<file path="src/rtl/pipeline_ctrl_pkg.sv">
// pipeline_ctrl_pkg: shared types and helpers for the pipeline stall/flush sequencer
package pipeline_ctrl_pkg;
   typedef enum logic {RUN = 1'b0, MC_WAIT = 1'b1} pipe_ctrl_state_t;
   localparam int MC_CNT_W = 7;
   function automatic logic mem_stall_f(input logic ip, input logic ir, input logic dp, input logic dr);
      return (ip & ~ir) | (dp & ~dr);
   endfunction
endpackage

</file>
<file path="src/rtl/pipeline_ctrl_if.sv">
// pipeline_ctrl_if: hazard sources in, register load/flush enables out; PIPE_CTRL_PERF_EN adds perf counters
interface pipeline_ctrl_if
`ifdef PIPE_CTRL_PERF_EN
   #(parameter int CNT_W = 32)
`endif
   ;
   logic imem_pending, imem_resp, dmem_pending, dmem_resp;
   logic [4:0] id_rs1, id_rs2, ex_rd;
   logic id_uses_rs1, id_uses_rs2, ex_is_load, ex_mispredict, ex_mc_start, ex_mc_done;
   logic load_pc, load_if_id, load_id_exe, load_exe_mem, load_mem_wb;
   logic flush_if_id, flush_id_exe, flush_exe_mem;
   logic mc_timeout;
`ifdef PIPE_CTRL_PERF_EN
   logic [CNT_W-1:0] perf_stall_cycles, perf_flushes, perf_bubbles;
   modport master(
      output imem_pending, imem_resp, dmem_pending, dmem_resp, id_rs1, id_rs2, ex_rd,
             id_uses_rs1, id_uses_rs2, ex_is_load, ex_mispredict, ex_mc_start, ex_mc_done,
      input  load_pc, load_if_id, load_id_exe, load_exe_mem, load_mem_wb,
             flush_if_id, flush_id_exe, flush_exe_mem, mc_timeout,
             perf_stall_cycles, perf_flushes, perf_bubbles
   );
   modport slave(
      input  imem_pending, imem_resp, dmem_pending, dmem_resp, id_rs1, id_rs2, ex_rd,
             id_uses_rs1, id_uses_rs2, ex_is_load, ex_mispredict, ex_mc_start, ex_mc_done,
      output load_pc, load_if_id, load_id_exe, load_exe_mem, load_mem_wb,
             flush_if_id, flush_id_exe, flush_exe_mem, mc_timeout,
             perf_stall_cycles, perf_flushes, perf_bubbles
   );
`else
   modport master(
      output imem_pending, imem_resp, dmem_pending, dmem_resp, id_rs1, id_rs2, ex_rd,
             id_uses_rs1, id_uses_rs2, ex_is_load, ex_mispredict, ex_mc_start, ex_mc_done,
      input  load_pc, load_if_id, load_id_exe, load_exe_mem, load_mem_wb,
             flush_if_id, flush_id_exe, flush_exe_mem, mc_timeout
   );
   modport slave(
      input  imem_pending, imem_resp, dmem_pending, dmem_resp, id_rs1, id_rs2, ex_rd,
             id_uses_rs1, id_uses_rs2, ex_is_load, ex_mispredict, ex_mc_start, ex_mc_done,
      output load_pc, load_if_id, load_id_exe, load_exe_mem, load_mem_wb,
             flush_if_id, flush_id_exe, flush_exe_mem, mc_timeout
   );
`endif
endinterface

</file>
<file path="src/rtl/pipeline_ctrl_hazard_detect.sv">
// hazard_detect: flags a load in EX whose destination is read by the instruction in ID
module hazard_detect (
   input  logic       ex_is_load,
   input  logic [4:0] ex_rd,
   input  logic [4:0] id_rs1,
   input  logic [4:0] id_rs2,
   input  logic       id_uses_rs1,
   input  logic       id_uses_rs2,
   output logic       load_use
);
   // x0 is never a real dependency
   always_comb begin
      load_use = ex_is_load & (ex_rd != 5'd0) &
                 ((id_uses_rs1 & (id_rs1 == ex_rd)) | (id_uses_rs2 & (id_rs2 == ex_rd)));
   end
endmodule

</file>
<file path="src/rtl/pipeline_ctrl.sv">
// pipeline_ctrl: stall/flush sequencer for the 5-stage pipeline; PIPE_CTRL_PERF_EN adds saturating perf counters
module pipeline_ctrl
   import pipeline_ctrl_pkg::*;
#(
   parameter int MC_TIMEOUT = 64
`ifdef PIPE_CTRL_PERF_EN
   , parameter int CNT_W = 32
`endif
) (
   input logic           clk,
   input logic           rst,
   pipeline_ctrl_if.slave bus
);
   localparam logic [MC_CNT_W-1:0] MC_LAST = MC_CNT_W'(MC_TIMEOUT - 1);
   pipe_ctrl_state_t state_q, state_d;
   logic [MC_CNT_W-1:0] mc_cnt_q, mc_cnt_d;
   logic mc_timeout_q, mc_timeout_d;
   logic load_use, mem_stall, in_run, mc_hold, p_flush, p_start, p_bubble, ld_front, ld_mid;
   hazard_detect u_hazard (
      .ex_is_load (bus.ex_is_load),
      .ex_rd      (bus.ex_rd),
      .id_rs1     (bus.id_rs1),
      .id_rs2     (bus.id_rs2),
      .id_uses_rs1(bus.id_uses_rs1),
      .id_uses_rs2(bus.id_uses_rs2),
      .load_use   (load_use)
   );
   // classify the cycle by fixed hazard priority: memory stall, MC wait, mispredict, MC start, load-use
   always_comb begin
      mem_stall = mem_stall_f(bus.imem_pending, bus.imem_resp, bus.dmem_pending, bus.dmem_resp);
      in_run    = (state_q == RUN) & ~mem_stall;
      mc_hold   = (state_q == MC_WAIT) & ~mem_stall & ~bus.ex_mc_done & (mc_cnt_q < MC_LAST);
      p_flush   = in_run & bus.ex_mispredict;
      p_start   = in_run & ~bus.ex_mispredict & bus.ex_mc_start;
      p_bubble  = in_run & ~bus.ex_mispredict & ~bus.ex_mc_start & load_use;
   end
   // register enables and bubble inserts, all forced low during reset
   always_comb begin
      ld_front          = ~(mem_stall | mc_hold | p_start | p_bubble);
      ld_mid            = ~(mem_stall | mc_hold | p_start);
      bus.load_pc       = ~rst & ld_front;
      bus.load_if_id    = ~rst & ld_front;
      bus.load_id_exe   = ~rst & ld_mid;
      bus.load_exe_mem  = ~rst & ld_mid;
      bus.load_mem_wb   = ~rst & ~mem_stall;
      bus.flush_if_id   = ~rst & p_flush;
      bus.flush_id_exe  = ~rst & (p_flush | p_bubble);
      bus.flush_exe_mem = 1'b0;
      bus.mc_timeout    = mc_timeout_q;
   end
   // multicycle wait FSM: count while waiting, leave on done or on the last allowed cycle
   always_comb begin
      state_d      = state_q;
      mc_cnt_d     = mc_cnt_q;
      mc_timeout_d = mc_timeout_q;
      if (mc_hold) begin
         mc_cnt_d = mc_cnt_q + MC_CNT_W'(1);
      end else if ((state_q == MC_WAIT) & ~mem_stall) begin
         state_d      = RUN;
         mc_cnt_d     = '0;
         mc_timeout_d = mc_timeout_q | ~bus.ex_mc_done;
      end else if (p_start) begin
         state_d  = MC_WAIT;
         mc_cnt_d = '0;
      end
   end
   // state registers
   always_ff @(posedge clk) begin
      if (rst) begin
         state_q      <= RUN;
         mc_cnt_q     <= '0;
         mc_timeout_q <= 1'b0;
      end else begin
         state_q      <= state_d;
         mc_cnt_q     <= mc_cnt_d;
         mc_timeout_q <= mc_timeout_d;
      end
   end
`ifdef PIPE_CTRL_PERF_EN
   logic [CNT_W-1:0] stall_cnt_q, stall_cnt_d, flush_cnt_q, flush_cnt_d, bubble_cnt_q, bubble_cnt_d;
   // saturating event counters for stall, flush and bubble cycles
   always_comb begin
      stall_cnt_d           = stall_cnt_q + CNT_W'(mem_stall & ~&stall_cnt_q);
      flush_cnt_d           = flush_cnt_q + CNT_W'(p_flush & ~&flush_cnt_q);
      bubble_cnt_d          = bubble_cnt_q + CNT_W'(p_bubble & ~&bubble_cnt_q);
      bus.perf_stall_cycles = stall_cnt_q;
      bus.perf_flushes      = flush_cnt_q;
      bus.perf_bubbles      = bubble_cnt_q;
   end
   // counter registers
   always_ff @(posedge clk) begin
      if (rst) begin
         stall_cnt_q  <= '0;
         flush_cnt_q  <= '0;
         bubble_cnt_q <= '0;
      end else begin
         stall_cnt_q  <= stall_cnt_d;
         flush_cnt_q  <= flush_cnt_d;
         bubble_cnt_q <= bubble_cnt_d;
      end
   end
`endif
endmodule

</file>
<file path="src/flat_wrapper.sv">
// flat-port wrapper written by rule: the top's interface ports become plain ports
module pipeline_ctrl_flat import pipeline_ctrl_pkg::*;
#(
   parameter int MC_TIMEOUT = 64

)
  (clk, rst, bus_imem_pending, bus_imem_resp, bus_dmem_pending, bus_dmem_resp, bus_id_rs1, bus_id_rs2, bus_ex_rd, bus_id_uses_rs1, bus_id_uses_rs2, bus_ex_is_load, bus_ex_mispredict, bus_ex_mc_start, bus_ex_mc_done, bus_load_pc, bus_load_if_id, bus_load_id_exe, bus_load_exe_mem, bus_load_mem_wb, bus_flush_if_id, bus_flush_id_exe, bus_flush_exe_mem, bus_mc_timeout);
  pipeline_ctrl_if bus_i ();
  input logic clk;
  input logic rst;
  input wire logic [$bits(bus_i.imem_pending)-1:0] bus_imem_pending;
  input wire logic [$bits(bus_i.imem_resp)-1:0] bus_imem_resp;
  input wire logic [$bits(bus_i.dmem_pending)-1:0] bus_dmem_pending;
  input wire logic [$bits(bus_i.dmem_resp)-1:0] bus_dmem_resp;
  input wire logic [$bits(bus_i.id_rs1)-1:0] bus_id_rs1;
  input wire logic [$bits(bus_i.id_rs2)-1:0] bus_id_rs2;
  input wire logic [$bits(bus_i.ex_rd)-1:0] bus_ex_rd;
  input wire logic [$bits(bus_i.id_uses_rs1)-1:0] bus_id_uses_rs1;
  input wire logic [$bits(bus_i.id_uses_rs2)-1:0] bus_id_uses_rs2;
  input wire logic [$bits(bus_i.ex_is_load)-1:0] bus_ex_is_load;
  input wire logic [$bits(bus_i.ex_mispredict)-1:0] bus_ex_mispredict;
  input wire logic [$bits(bus_i.ex_mc_start)-1:0] bus_ex_mc_start;
  input wire logic [$bits(bus_i.ex_mc_done)-1:0] bus_ex_mc_done;
  output wire logic [$bits(bus_i.load_pc)-1:0] bus_load_pc;
  output wire logic [$bits(bus_i.load_if_id)-1:0] bus_load_if_id;
  output wire logic [$bits(bus_i.load_id_exe)-1:0] bus_load_id_exe;
  output wire logic [$bits(bus_i.load_exe_mem)-1:0] bus_load_exe_mem;
  output wire logic [$bits(bus_i.load_mem_wb)-1:0] bus_load_mem_wb;
  output wire logic [$bits(bus_i.flush_if_id)-1:0] bus_flush_if_id;
  output wire logic [$bits(bus_i.flush_id_exe)-1:0] bus_flush_id_exe;
  output wire logic [$bits(bus_i.flush_exe_mem)-1:0] bus_flush_exe_mem;
  output wire logic [$bits(bus_i.mc_timeout)-1:0] bus_mc_timeout;
  assign bus_i.imem_pending = bus_imem_pending;
  assign bus_i.imem_resp = bus_imem_resp;
  assign bus_i.dmem_pending = bus_dmem_pending;
  assign bus_i.dmem_resp = bus_dmem_resp;
  assign bus_i.id_rs1 = bus_id_rs1;
  assign bus_i.id_rs2 = bus_id_rs2;
  assign bus_i.ex_rd = bus_ex_rd;
  assign bus_i.id_uses_rs1 = bus_id_uses_rs1;
  assign bus_i.id_uses_rs2 = bus_id_uses_rs2;
  assign bus_i.ex_is_load = bus_ex_is_load;
  assign bus_i.ex_mispredict = bus_ex_mispredict;
  assign bus_i.ex_mc_start = bus_ex_mc_start;
  assign bus_i.ex_mc_done = bus_ex_mc_done;
  assign bus_load_pc = bus_i.load_pc;
  assign bus_load_if_id = bus_i.load_if_id;
  assign bus_load_id_exe = bus_i.load_id_exe;
  assign bus_load_exe_mem = bus_i.load_exe_mem;
  assign bus_load_mem_wb = bus_i.load_mem_wb;
  assign bus_flush_if_id = bus_i.flush_if_id;
  assign bus_flush_id_exe = bus_i.flush_id_exe;
  assign bus_flush_exe_mem = bus_i.flush_exe_mem;
  assign bus_mc_timeout = bus_i.mc_timeout;
  pipeline_ctrl #(.MC_TIMEOUT(MC_TIMEOUT)) u_core (.clk(clk), .rst(rst), .bus(bus_i));
endmodule
</file>
<file path="config.mk">
export PLATFORM = sky130hd
export DESIGN_NAME = pipeline_ctrl_flat
export DESIGN_NICKNAME = d
export VERILOG_FILES = /design/src/rtl/pipeline_ctrl_pkg.sv /design/src/rtl/pipeline_ctrl_if.sv /design/src/rtl/pipeline_ctrl_hazard_detect.sv /design/src/rtl/pipeline_ctrl.sv /design/src/flat_wrapper.sv
export SDC_FILE = /design/constraint.sdc
export NUM_CORES = 1
export LEC_CHECK = 0
export CELL_PAD_IN_SITES_DETAIL_PLACEMENT = 1
export CELL_PAD_IN_SITES_GLOBAL_PLACEMENT = 2
export CORE_MARGIN = 8
export CORE_UTILIZATION = 21
export DETAILED_ROUTE_END_ITERATION = 7
export PLACE_DENSITY_LB_ADDON = 0.1
export SYNTH_ARGS = -nofsm -noshare
export SYNTH_HDL_FRONTEND = slang
export SYNTH_SLANG_ARGS = --single-unit
</file>
<file path="constraint.sdc">
create_clock -name clk -period 2.23 [get_ports clk]
set_clock_uncertainty 0.2 [all_clocks]
set_input_delay 0.446 -clock clk [delete_from_list [all_inputs] [get_ports clk]]
set_output_delay 0.446 -clock clk [all_outputs]
set_load 0.02 [all_outputs]
</file>
==> summary.txt, run 1 <==
Final layout
  • Commonest non-fill, non-tap cell in the layout: buf_4
  • Area grow syn2layout: 91.5%
  • Fraction of layout cells with a size suffix above 1: between 40% and 50%
  • Sequential cell area: about 190 sq um
  • Fin nets: between 150 and 200
  • FILL cells: roughly 430
  • Multi-input gate area: slightly below 600 sq um
  • Most frequent cells in the layout: buf_4, xnor2_1, dlymetal6s2s_1
  • Number of diodes: 0

Setup path
  • Crit-path slowest cell: dfxtp_2
  • CP max FO: 2
  • Crit Path Class: flop to primary output
  • Endpoint type of the worst setup path: primary output
  • CP cell instances: nand4_1 -> or2_4 -> a2111oi_4 -> a21boi_4 -> buf_6
  • Delay of the slowest critical-path stage: around 0.33 ns
  • Worst EP required: between 1.5 and 2 ns
  • Critical Path AT: approximately 1.8 ns
  • Startpoint types: flop

Synthesis
  • Syn Inst Count: 87
  • Avg Cell Area, Syn: 8.50 sq um
  • Synthesized area: ~740 sq um
  • Ys flop type: dfxtp_1
  • Synthesized flop and latch total: 9
  • Sequential fraction of the synthesis area: between 20% and 30%
  • Post-synth ARST share: 0%
  • Post-synth EDFFs: 0
  • Post-Syn Nets: ~120
  • Synth Warn #: 0
  • Synth cell types: 40

Power
  • Switching pwr: approximately 140 uW
  • Switching portion of total power: between 20 and 30%
  • Total internal power: 337 uW
  • PD cells: about 340 nW/um^2
  • LEAKAGE: around 0.00063 uW
  • Clock share of power: a little over a quarter
  • Sequential share of power: 34.6%
  • VDD IR max: around 0.21 mV
  • Combinational fraction of design power: between 30% and 40%
  • Final total power: approximately 480 uW

Global routing
  • Pin count of the biggest net entering global routing: 11
  • First-pass GRT wire length: roughly 4600 microns
  • GRT Total Usage: between 10% and 20%
  • Initial antenna violation count: 0
  • GRT Residual Overflow: 0
  • Vias in the first global route: ~960

Clock tree
  • Clock buffer count from CTS: 3
  • Hold Buf Count CTS: 0
  • CTS tree: yes
  • Root Driver: clkbuf_4
  • Worst-Skew Late Latency: ~0.26 ns
  • H-tree Lvls: 1
  • CTS clk-pin slew, worst paths: approximately 0.06 ns
  • Clk buf depth: 2
  • CTS Sinks: 9

Floorplan
  • CORE AREA: between 3000 and 4000 sq um
  • Die Y: around 75 microns
  • Die W: between 70 and 80 microns
  • # IOs: 36
  • Starting Density: a little over a fifth
  • Num rows: 21
  • Area of the die: 5680 sq um

Status
  • Failing checks: negative setup slack
  • Status: finished with violations

Timing
  • Final WS setup: -0.169 ns
  • Unrepaired setup endpoints after global routing: true
  • Crit path time final: roughly 2.4 ns
  • Fmax: between 0.4 and 0.5 GHz
  • Endpoints failing setup: 5
  • Period utilisation layout: 108%
  • Final Max Slew Viols: 0
  • Hold Violations, Final: 0
  • Setup TNS: -0.520 ns

Route
  • WL per Instance: between 10 and 15 microns
  • First DRT Iteration DRCs: 23
  • DR vias: 866
  • Total wire length: 2860 microns
  • Post-route ant nets: 0
  • Drt pass-1 iters: 3
  • Via density: roughly 4.5
  • DRC: 0

Place
  • Routability-driven placement congestion ratio: 0.720
  • HPWL Detailed: approximately 2300 microns
  • Port Buffer Count: 34

Worst hold path
  • Hold Crit Class: flop to flop

Job
  • Max_cap viols: 0
==> routing by layer <==
metal / vias up / global-route usage (%) / part of all wire (%)
met2: 13 / 19.6 / 55
met5: - / 0 / 0
met3: 2 / 3.68 / 5.1
li1: 436 / - / -
met4: 0 / 1.28 / 0.21
met1: 415 / 10.9 / 40
==> final timing paths <==
check / startpoint / to / slack [ns] / cells past startpoint
setup / recovery: u_core.mc_cnt_q[5] / bus_load_if_id / -0.17 / 5
hold reg to reg: u_core.bus.mc_timeout / u_core.bus.mc_timeout / 0.28 / 1
hold / removal: u_core.bus.mc_timeout / u_core.bus.mc_timeout / 0.28 / 1
setup reg to reg: u_core.state_q / u_core.mc_cnt_q[5] / 0.25 / 6
==> stage by stage <==
stage	std cells	utilization (%)	instance area [sq um]	hold WS (ns)	worst slack, ns
2_1_floorplan	87	-	778	0.232	-0.233
3_3_place_gp	185	38.9	1310	0.262	-0.963
3_5_place_dp	185	38.9	1310	0.272	-0.981
4_1_cts	190	41.1	1380	0.289	-0.250
5_1_grt	191	42.1	1420	0.317	-0.251
6_report	191	42.1	1420	0.279	-0.169
==> logic make-up (layout without fill, tap and decap cells) <==
logic type	after synthesis	after routing	synth area share, %
other	1	1	0.507
DFF	9	9	24.4
and+or+nand+nor	35	35	31.1
AOI/OAI and AO/OA	22	22	24.2
adders and majority gates	1	1	1.69
xor gates and xnor gates	10	10	11.8
buffers and inverters	9	67	6.26
==> state kept, by name (all words and copies together) (netlist names) <==
signal and count:
u_core.state_q 1, u_core.mc_cnt_q 7, u_core.bus.mc_timeout 1
==> cell usage after synthesis (3+ instances only) <==
library cell / n / area share (%)
nand4_1: 4 / 3.4
xnor2_1: 10 / 12
buf_4: 3 / 3.0
a21oi_1: 4 / 2.7
dfxtp_1: 9 / 24
nor2_1: 5 / 2.5
inv_1: 3 / 1.5
a211oi_1: 3 / 3.0
nand2_1: 7 / 3.6
==> layout make-up <==
cell class | instances | area share, %
Multi-Input combinational cell | 69 | 42.0
Tap cell | 46 | 4.06
Timing Repair Buffer | 60 | 38.2
Inverter | 3 | 0.795
Clock buffer | 4 | 1.86
Sequential cell | 9 | 13.2
==> critical path: cells and delay by family, from the launching register on <==
family	cells	cell delay (ns)
AND/OR/NAND/NOR	2	0.43
buffers and inverters	1	0.14
AO/OA/AOI/OAI	2	0.59
flip-flops	1	0.33
==> repair_timing <==
| item | 4_1_cts | 5_1_grt |
|---|---|---|
| resized for setup | 69 | 21 |
| endpoints found under the setup margin | 9 | 6 |
| setup buffers | 1 | 1 |
| pin swaps | 8 | 17 |
==> power groups by stage <==
| stage | logic, uW | clock network, uW | registers (uW) |
|---|---|---|---|
| after floorplan | 82.2 | 0 | 170 |
| after global placement | 179 | 0 | 168 |
| after detailed placement | 181 | 0 | 168 |
| after CTS | 186 | 138 | 164 |
| after global routing | 198 | 145 | 165 |
| final | 185 | 127 | 165 |
Note: power is estimated with default switching activity, not from simulation.
==> run 2: changes to the inputs <==
--- a/config.mk
+++ b/config.mk
@@ -10,6 +10,7 @@
 export CORE_MARGIN = 8
 export CORE_UTILIZATION = 21
 export DETAILED_ROUTE_END_ITERATION = 7
+export GPL_TIMING_DRIVEN = 1
 export PLACE_DENSITY_LB_ADDON = 0.1
 export SYNTH_ARGS = -nofsm -noshare
 export SYNTH_HDL_FRONTEND = slang
==> results of run 2 <==
Final layout, timing and power as in run 1 (identical DEF).
==> run 3: changes to the inputs <==
--- a/config.mk
+++ b/config.mk
@@ -5,13 +5,16 @@
 export SDC_FILE = /design/constraint.sdc
 export NUM_CORES = 1
 export LEC_CHECK = 0
+export ABC_CLOCK_PERIOD_IN_PS = 2230
 export CELL_PAD_IN_SITES_DETAIL_PLACEMENT = 1
 export CELL_PAD_IN_SITES_GLOBAL_PLACEMENT = 2
 export CORE_MARGIN = 8
 export CORE_UTILIZATION = 21
 export DETAILED_ROUTE_END_ITERATION = 7
+export GPL_ROUTABILITY_DRIVEN = 0
 export GPL_TIMING_DRIVEN = 1
 export PLACE_DENSITY_LB_ADDON = 0.1
+export SETUP_SLACK_MARGIN = 0.1
 export SYNTH_ARGS = -nofsm -noshare
 export SYNTH_HDL_FRONTEND = slang
 export SYNTH_SLANG_ARGS = --single-unit
==> run 3 against run 2 <==
  * The flow still finishes with violations (negative setup slack)
  * Combinational power barely moved
  * Clock power barely moved
  * Cell area fell by 0.44%
  * Non-clock buffer count rose by 1
  * Global-route usage did not move
  * Critical path depth did not move
  * Sequential share of layout area rose by 0.058 points
  * Register-to-register slack barely moved
  * Die area did not move
  * Via count rose by 0.58%
  * Fmax rose by 0.16%
  * Largest power group unchanged
  * Highest routed layer unchanged
==> summary.txt, run 3 (synthesized netlist as in run 1, its figures left out) <==
Status
  • Status: finished with violations (unchanged)
  • Failing checks: negative setup slack (unchanged)

Global routing
  • GRT Total Usage: 10.3% (unchanged)
  • Gr busiest metal: met2 (unchanged)
  • Pin count of the biggest net entering global routing: 11 (unchanged)
  • M3 GR Usage: 3.68% (unchanged)
  • Met1 GRT Util: 10.9% (unchanged)
  • Vias in the first global route: 959 (was 955)
  • First-pass GRT wire length: 4590 microns (unchanged)
  • Initial antenna violation count: 0 (unchanged)
  • GRT Residual Overflow: 0 (unchanged)
  • GR Layer Usage met2: 19.6% (unchanged)

Timing
  • Final Max Slew Viols: 0 (unchanged)
  • Unrepaired setup endpoints after global routing: true (unchanged)
  • Endpoints failing setup: 5 (unchanged)
  • Fmax: 0.417 GHz (about the same)
  • Hold Violations, Final: 0 (unchanged)
  • Crit path time final: 2.40 ns (about the same)
  • Period utilisation layout: 107% (was 108%)
  • Setup TNS: -0.485 ns (was -0.520 ns)
  • Final WS setup: -0.166 ns (was -0.169 ns)

Setup path
  • Critical Path AT: 1.75 ns (about the same)
  • Endpoint type of the worst setup path: primary output (unchanged)
  • Crit Path Class: flop to primary output (unchanged)
  • Worst EP required: 1.58 ns (about the same)
  • Crit-path slowest cell: dfxtp_2 (unchanged)
  • Delay of the slowest critical-path stage: 0.33 ns (about the same)
  • Reg2Reg Launch Point: u_core.state_q (unchanged)
  • R2R setup slack: 0.24 ns (was 0.25 ns)
  • CP max FO: 2 (unchanged)
  • R2R depth: 6 (unchanged)
  • CP cell instances: nand4_1 -> or2_4 -> a2111oi_4 -> a21boi_4 -> buf_6 (unchanged)
  • Startpoint types: flop (unchanged)
  • R2R Path End: u_core.mc_cnt_q[5] (unchanged)

Worst hold path
  • HP Start: u_core.bus.mc_timeout (unchanged)
  • Hold Crit Class: flop to flop (unchanged)
  • Hold Path Sink: u_core.bus.mc_timeout (unchanged)
  • Hold Crit Depth: 1 (unchanged)

Floorplan
  • Area of the die: 5680 sq um (unchanged)
  • # IOs: 36 (unchanged)
  • Die W: 75.3 microns (unchanged)
  • Die Y: 75.3 microns (unchanged)
  • Num rows: 21 (unchanged)
  • Starting Density: 22.0% (unchanged)
  • CORE AREA: 3360 sq um (unchanged)

Final layout
  • Most frequent cells in the layout: buf_4, xnor2_1, dlymetal6s2s_1 (unchanged)
  • Design area: 1410 sq um (was 1420 sq um)
  • Fin nets: 175 (was 174)
  • Area grow syn2layout: 90.7% (was 91.5%)
  • Fraction of layout cells with a size suffix above 1: 47.9% (was 44.8%)
  • Number of diodes: 0 (unchanged)
  • Max reg flops: 7 (unchanged)
  • Top reg by flops: u_core.mc_cnt_q (unchanged)
  • Commonest non-fill, non-tap cell in the layout: buf_4 (unchanged)

Clock tree
  • CTS clk-pin slew, worst paths: 0.06 ns (about the same)
  • CTS tree: yes (unchanged)
  • Clock buffer count from CTS: 3 (unchanged)
  • H-tree Lvls: 1 (unchanged)
  • Worst-Skew Late Latency: 0.26 ns (about the same)
  • Clk buf depth: 2 (unchanged)
  • CTS Sinks: 9 (unchanged)
  • Root Driver: clkbuf_4 (unchanged)

Power
  • VDD IR max: 0.210 mV (about the same)
  • Sequential share of power: 34.4% (was 34.6%)
  • Combinational fraction of design power: 39.2% (was 38.8%)
  • Switching portion of total power: 29.3% (about the same)
  • LEAKAGE: 0.000625 uW (about the same)
  • Final total power: 480 uW (was 477 uW)
  • Total internal power: 339 uW (was 337 uW)
  • PD cells: 340 nW/um^2 (was 337 nW/um^2)
  • Clock share of power: 26.5% (was 26.6%)
  • Switching pwr: 141 uW (was 140 uW)

Route
  • WL per Instance: 14.9 microns (was 15.0 microns)
  • DRC: 0 (unchanged)
  • Post-route ant nets: 0 (unchanged)
  • Total wire length: 2870 microns (was 2860 microns)
  • Drt pass-1 iters: 4 (was 3)
  • DR vias: 871 (was 866)
  • Via density: 4.54 (was 4.53)
  • First DRT Iteration DRCs: 22 (was 23)

Place
  • DP Area: 1310 sq um (unchanged)
  • HPWL Detailed: 2350 microns (unchanged)
  • Port Buffer Count: 34 (unchanged)

Job
  • Max_cap viols: 0 (unchanged)
-- run 3: changes by cell type in the layout (fill, tap and decap cells not counted), sizes merged --
| cell | before | now |
|---|---|---|
| buf | 33 | 35 |
| clkdlybuf4s15 | 3 | 1 |
| clkdlybuf4s50 | 5 | 6 |
| dlygate4sd2 | 6 | 2 |
| clkbuf | 8 | 12 |
-- run 3: final cells by class --
cell class / count / area (sq um)
Fill cell: 427 / 1950
Multi-Input combinational cell: 69 / 596
Timing Repair Buffer: 61 / 533
Sequential cell: 9 / 186
Tap cell: 46 / 57.6
Clock buffer: 4 / 26.3
Inverter: 3 / 11.3
-- run 3: worst max path at each step --
| stage | startpoint | to | cells after the start |
|---|---|---|---|
| global route | u_core.mc_cnt_q[4] | bus_load_if_id | 5 |
| detailed placement | bus_ex_mispredict | bus_flush_id_exe | 5 |
| floorplan | bus_imem_pending | bus_load_pc | 6 |
| finish | u_core.mc_cnt_q[5] | bus_load_if_id | 5 |
| CTS | u_core.mc_cnt_q[4] | bus_load_if_id | 5 |
| global placement | bus_ex_mispredict | bus_flush_id_exe | 5 |
-- run 3: power by group through the flow --
stage / registers (uW) / clock network (uW) / logic [uW]
after CTS: 164 / 138 / 188
after floorplan: 170 / 0 / 82.2
after global routing: 165 / 145 / 201
after detailed placement: 168 / 0 / 181
final: 165 / 127 / 188
after global placement: 168 / 0 / 179
-- run 3: stage by stage --
| stage | utilization [%] | hold slack, ns | std cells | setup slack (ns) |
|---|---|---|---|---|
| after floorplan | - | 0.232 | 87 | -0.233 |
| after global placement | 38.9 | 0.262 | 185 | -0.963 |
| after detailed placement | 38.9 | 0.272 | 185 | -0.981 |
| after CTS | 41.3 | 0.289 | 191 | -0.250 |
| after global routing | 41.9 | 0.317 | 192 | -0.251 |
| final | 41.9 | 0.282 | 192 | -0.166 |
-- run 3: what timing repair did --
item                       CTS  global route
hold buffers                 0             0
pin swaps                    8            17
setup endpoints to repair   10             8
setup buffers                2             1
resized for setup           68            30
-- run 3: per-layer routing --
metal	share of wire, %	wire [microns]
met3	5.0	143
met4	0.21	6
met5	0	0
met1	41	1170
met2	54	1550
-- run 3: worst max-delay path: cells and delay by family, from the launching register on --
| family | cells | cell delay (ns) |
|---|---|---|
| AO/OA/AOI/OAI | 2 | 0.59 |
| buffers and inverters | 1 | 0.14 |
| AND/OR/NAND/NOR | 2 | 0.43 |
| flip-flops | 1 | 0.33 |
